--- src/rtl/mux_reg_n.sv ---
// Registered N:1 channel select with load-enable and flush.
// Modes: binary index (PRIO=0) or one-hot request with fixed priority and a one-entry pending buffer (PRIO=1).
module mux_reg_n #(
   parameter int               WIDTH   = 32,
   parameter int               N       = 4,
   parameter int               SW      = 2,
   parameter int               PRIO    = 0,
   parameter logic [WIDTH-1:0] RST_VAL = '0
) (
   input  logic               clk,
   input  logic               rst,
   input  logic [WIDTH*N-1:0] d,
   input  logic [SW-1:0]      sel,
   input  logic [N-1:0]       req,
   input  logic               en,
   input  logic               flush,
   output logic [WIDTH-1:0]   o,
   output logic               o_valid,
   output logic [SW-1:0]      o_src,
   output logic               multi_req
);

   // The channel table is padded to 2**SW entries, so any sel value indexes safely.
   localparam int NP = 1 << SW;

   logic [WIDTH-1:0] w_ch [NP];
   logic [SW-1:0]    w_win;
   logic             w_any;
   logic             w_multi;
   logic             w_sel_ok;

   logic [WIDTH-1:0] r_o;
   logic             r_valid;
   logic [SW-1:0]    r_src;
   logic             r_multi;
   logic             r_pend_valid;
   logic [SW-1:0]    r_pend_idx;
   logic [WIDTH-1:0] r_pend_data;

   for (genvar k = 0; k < NP; k++) begin : g_ch
      if (k < N) begin : g_real
         assign w_ch[k] = d[k*WIDTH +: WIDTH];
      end else begin : g_pad
         assign w_ch[k] = RST_VAL;
      end
   end

   // Lowest set request bit wins; scanning downward leaves the lowest index last.
   always_comb begin
      w_win = '0;
      for (int k = N - 1; k >= 0; k--) begin
         if (req[k]) begin
            w_win = SW'(k);
         end
      end
   end

   assign w_any    = |req;
   assign w_multi  = |(req & (req - N'(1)));
   assign w_sel_ok = (32'(sel) < N);

   always_ff @(posedge clk) begin
      if (rst) begin
         r_o          <= RST_VAL;
         r_valid      <= 1'b0;
         r_src        <= '0;
         r_multi      <= 1'b0;
         r_pend_valid <= 1'b0;
         r_pend_idx   <= '0;
         r_pend_data  <= '0;
      end else if (flush) begin
         r_o          <= RST_VAL;
         r_valid      <= 1'b0;
         r_src        <= '0;
         r_pend_valid <= 1'b0;
      end else if (PRIO == 0) begin
         if (en) begin
            if (w_sel_ok) begin
               r_o     <= w_ch[sel];
               r_valid <= 1'b1;
               r_src   <= sel;
            end else begin
               r_o     <= RST_VAL;
               r_valid <= 1'b0;
               r_src   <= '0;
            end
         end
      end else begin
         if (en) begin
            if (r_pend_valid) begin
               // Deliver the buffered redirect; a same-cycle request skids into the buffer.
               r_o          <= r_pend_data;
               r_src        <= r_pend_idx;
               r_valid      <= 1'b1;
               r_pend_valid <= w_any;
               if (w_any) begin
                  r_pend_idx  <= w_win;
                  r_pend_data <= w_ch[w_win];
               end
            end else if (w_any) begin
               r_o     <= w_ch[w_win];
               r_src   <= w_win;
               r_valid <= 1'b1;
            end else begin
               r_valid <= 1'b0;
            end
            if (w_any && w_multi) begin
               r_multi <= 1'b1;
            end
         end else if (w_any && !r_pend_valid) begin
            r_pend_valid <= 1'b1;
            r_pend_idx   <= w_win;
            r_pend_data  <= w_ch[w_win];
            if (w_multi) begin
               r_multi <= 1'b1;
            end
         end
      end
   end

   assign o         = r_o;
   assign o_valid   = r_valid;
   assign o_src     = r_src;
   assign multi_req = r_multi;

endmodule

--- config.mk ---
export PLATFORM = sky130hd
export DESIGN_NAME = mux_reg_n
export DESIGN_NICKNAME = d
export VERILOG_FILES = /design/src/rtl/mux_reg_n.sv
export SDC_FILE = /design/constraint.sdc
export NUM_CORES = 1
export LEC_CHECK = 0
export ABC_CLOCK_PERIOD_IN_PS = 1800
export BUFFER_PORTS_ARGS = -buffer_cell sky130_fd_sc_hd__buf_2
export CORE_MARGIN = 3
export CORE_UTILIZATION = 23
export CTS_CLUSTER_SIZE = 25
export DETAILED_ROUTE_END_ITERATION = 8
export HOLD_SLACK_MARGIN = 0.03
export PLACE_DENSITY_LB_ADDON = 0.1
export SLEW_MARGIN = 30
export SYNTH_ARGS = -nofsm -noshare
export SYNTH_HDL_FRONTEND = slang
export SYNTH_SLANG_ARGS = --single-unit
--- constraint.sdc ---
create_clock -name clk -period 1.8 [get_ports clk]
set_input_delay 0.36 -clock clk [delete_from_list [all_inputs] [get_ports clk]]
set_output_delay 0.36 -clock clk [all_outputs]
set_load 0.02 [all_outputs]
# == Yosys cells after proc, flatten, opt, wreduce, memory -nomap -nowiden ==
# Cells that the tools add are included.
# word_totals
reg_bits,35
output_inout_bits,36
wordCells,9
# op_classes
order_cmp,1
n_mux,3
bitwise,1
reduce_logical,1
# ops
operator,count
32-bit binary-select mux with 2-bit select,1
32-bit 2-to-1 mux,2
3-bit >= comparator (second input constant),1
2-bit NOT with 3-bit output,1
2-bit OR reduction,1

# == Longest topological paths before layout ==
# logic_depth
depth_word,4
mapped_depth,5

# == Least setup slack after synthesis ==
# Ideal clock, no wire load.
# synth_timing
path_kind,input -> register
start,input port sel[1]
end,"register r_o[27], in the netlist o[27]"
arrival_ns,1.331
required_ns,1.721
setup_slack_ns,0.391
path_stages,4
cell_sequence,or4b_1 -> buf_6 -> buf_12 -> o221ai_2
# synth_between
elab_chain_cells,4
# synth_lines
item,line_no,rtl
from (decl),13,"input logic [SW-1:0] sel,"
2-bit NOT with 3-bit output (implied by the code),79,r_o <= w_ch[sel];
32-bit binary-select mux with 2-bit select,79,
32-bit 2-to-1 mux (implied by the code) (2 in a row),79,
to (signal assigned),79,
to (signal assigned),92,r_o <= r_pend_data;
to (signal assigned),101,r_o <= w_ch[w_win];
to (decl),32,logic [WIDTH-1:0] r_o;
# Every way passes these cells. The select of a mux whose other input is x is not followed.
# A chain may end at the register's enable or synchronous reset.

# == Final worst setup path ==
# layout_timing
start,input port sel[1]
end,"register r_o[31], in the netlist o[31]"
# The elaborated chain is that of the path after synthesis.

==> impl_metrics.toml <==
[outcome]
run_status = "finished, final reports clean"

[floorplan]
start_util_pct = 24.3
fp.dieArea_um2 = 10700
placement_rows = 34
chipHeight_um = 103
die_x_um = 103
coreArea_um2 = 8980
num_io_pins = 174

[synth]
yosys_warnings = 0
synth_area_in_adders_pct = 0
leading_post_synthesis_cells_by_cell_area = "sky130_fd_sc_hd__dfxtp_1, sky130_fd_sc_hd__mux2i_1, sky130_fd_sc_hd__o22ai_2"
netlist.top_cell.by_area = "sky130_fd_sc_hd__dfxtp_1"
postSynth.topFlopCell = "sky130_fd_sc_hd__dfxtp_1"
synth_top_area_share_pct = 32.1
synthCells = 192
synth_compound_gate_area_share_pct = 28.5
syn_area_um2 = 2180
yosys.cell_count.top_type = "sky130_fd_sc_hd__mux2i_1"
largest_family_of_logic_cells_by_synthesized_area = "multiplexers"
yosysUniqueCellTypes = 17
yosys_register_bits = 35
synth.yosys.seq_area_share_pct = 32.1
synth.cells.most_frequent = "sky130_fd_sc_hd__mux2i_1, sky130_fd_sc_hd__dfxtp_1, sky130_fd_sc_hd__a21o_1"
synth_simple_gate_area_share_pct = 2.23
synth.mux.area_fraction_pct = 30.2
synth-async-reset-ratio_pct = 0
syn-num-nets = 330
syn-mean-instance-area_um2 = 11.4
synthXorXnorAreaFrac_pct = 0
synth_enable_flop_cells = 0

[global_routing]
initial_antenna_violation_count = 0
grt_pass1_vias = 1982
grt_pass1_wl_mm = 9.26
grt_start_max_net_pins = 48
global_route.overflow_total = 0
grtUsageTotal_pct = 11.1

[route]
post-route-drc-count = 0
detail_route.wl_per_cell_um = 13.3
first_iter_violations = 18
route.antenna.remaining_nets = 0
num_vias = 2094
detailedRoute.firstPassIterationCount = 2
routed_wl_mm = 6.42
detail_route.vias_per_cell = 4.34

[clock_network]
cts_tree = "done"
clock_latency_ps = 270
ctsHoldBuffers = 0
cts_made_buffers = 5
post_cts_resized = 0
cts_root_buffer = "sky130_fd_sc_hd__clkbuf_8"
cts_h_tree_lvls = 2
clkTransAtPathRegs_ps = 70
numClockSinks = 35
cts-root-to-sink-buffers = 2
post_cts_buffers = 0

[sta]
post-route-worst-setup-slack_ps = 346
fmax_mhz = 688
setup_viol = 0
timing.final.crit_period_ps = 1450
rsz_0062_raised_after_global_routing = "no"
finalCritPeriodShare_pct = 80.8
tns_ps = 0
finClkSkew_ps = 0
timing_hold_violations_final = 0
drv_slew = 0

[flow_run]
max_cap_viol_count = 0

[critical_path]
cp_cell_sequence = "buf_2 > or4b_2 > buf_4 > o22ai_1 > a21o_1"
critical_path.n_buffers_inverters = 2
critPathMaxStageDelay_ps = 680
cp_top_family = "simple AND/OR/NAND/NOR gates"
path_max_fanout = 14
critical-path-slowest-cell = "sky130_fd_sc_hd__or4b_2"
worst-endpoint-arrival_ps = 1680
worst-setup-path-type = "in -> reg"
crit_required_ps = 2030
worst_setup_path_end_kind = "flop"
critPathLaunchType = "primary input"

[worst_hold_path]
hold_path_class = "in -> reg"

[pwr]
pleak_uw = 0.00191
irDropWorstVdd_v = 0.000215
pwr_dens_nw_per_um2 = 567

[finish]
fin_nets = 496
areaGrowthSynthToFinish_pct = 46.9
drive_gt1_share_pct = 60.5
antenna-diode-count = 0

[placed_design]
final_weighted_congestion_in_routability_driven_placement = 0.692
dp_hpwl_mm = 5.14
port_buffers = 168
placement.setup.worst_slack_ps = 50.2
[per-stage QoR]
stage,area [µm²],util (%),hold slack (ps),total power (µW),std cells
floorplan,2180,-,437,1110,192
global placement,3140,34.9,430,1330,477
detailed placement,3140,34.9,434,1330,477
CTS,3210,35.7,302,1870,483
global route,3210,35.7,314,1930,483
finish,3210,35.7,319,1820,483
[worst register-to-register path, stage by stage (launching register included)]
cell and delay [ps]:
sky130_fd_sc_hd__dfxtp_1 340, sky130_fd_sc_hd__mux2i_1 70, sky130_fd_sc_hd__nor3_1 130
[registers in the layout, summed over array words and instances (netlist names)]
signal / cells
o_valid: 1
o: 32
o_src: 2
[final cells by class]
class	instances	area, µm²
clock buffer	6	72.6
fill	961	5770
multi-input combinational	138	1350
sequential	35	701
tap	126	158
timing repair buffer	178	931
[power breakdown]
part	internal, µW	switching, µW
sequential	808	15.0
combinational	252	229
clock	258	258
total	1320	502
[layer usage]
metal	global-route usage, %	up-vias	share of wire (%)	wire (µm)
li1	-	1060	-	-
met1	12.7	930	39	2520
met2	20.1	99	50	3200
met3	3.29	5	10	651
met4	2.99	0	0.75	48
met5	0	-	0	0
[path summary, 6_finish.rpt]
kind                               start  endpoint  slack [ps]  cells past startpoint
worst min-delay path                 rst   o_valid         320                      2
worst max-delay path              sel[1]     o[31]         350                      5
worst max register to register  o_src[1]  o_src[1]        1190                      2
worst min register to register     o[30]     o[30]         450                      1
[logic make-up (layout without fill, tap and decap cells)]
logic type             count (synthesis)  after routing
muxes                                 66             66
AOI/OAI and AO/OA                     63             63
DFF                                   35             35
buffers and inverters                 19            184
and+or+nand+nor                        8              8
other                                  1              1
[cell usage in the layout (no fill, tap or decap)]
cell type	synthesis	layout
sky130_fd_sc_hd__buf_2	7	167
sky130_fd_sc_hd__mux2i_1	66	66
sky130_fd_sc_hd__dfxtp_1	35	35
sky130_fd_sc_hd__a21o_1	31	31
sky130_fd_sc_hd__o22ai_2	29	29
sky130_fd_sc_hd__buf_4	3	10
sky130_fd_sc_hd__clkbuf_8	0	5
sky130_fd_sc_hd__nor3_1	4	3
sky130_fd_sc_hd__o22ai_1	2	2
sky130_fd_sc_hd__or4b_2	0	1
sky130_fd_sc_hd__nand4bb_2	0	1
sky130_fd_sc_hd__nor3_2	0	1
sky130_fd_sc_hd__nand2_1	1	1
sky130_fd_sc_hd__o221ai_2	1	1
sky130_fd_sc_hd__nor2_1	1	1
sky130_fd_sc_hd__conb_1	1	1
sky130_fd_sc_hd__clkbuf_1	5	1
sky130_fd_sc_hd__buf_12	3	1
(Power assumes the default switching activity.)
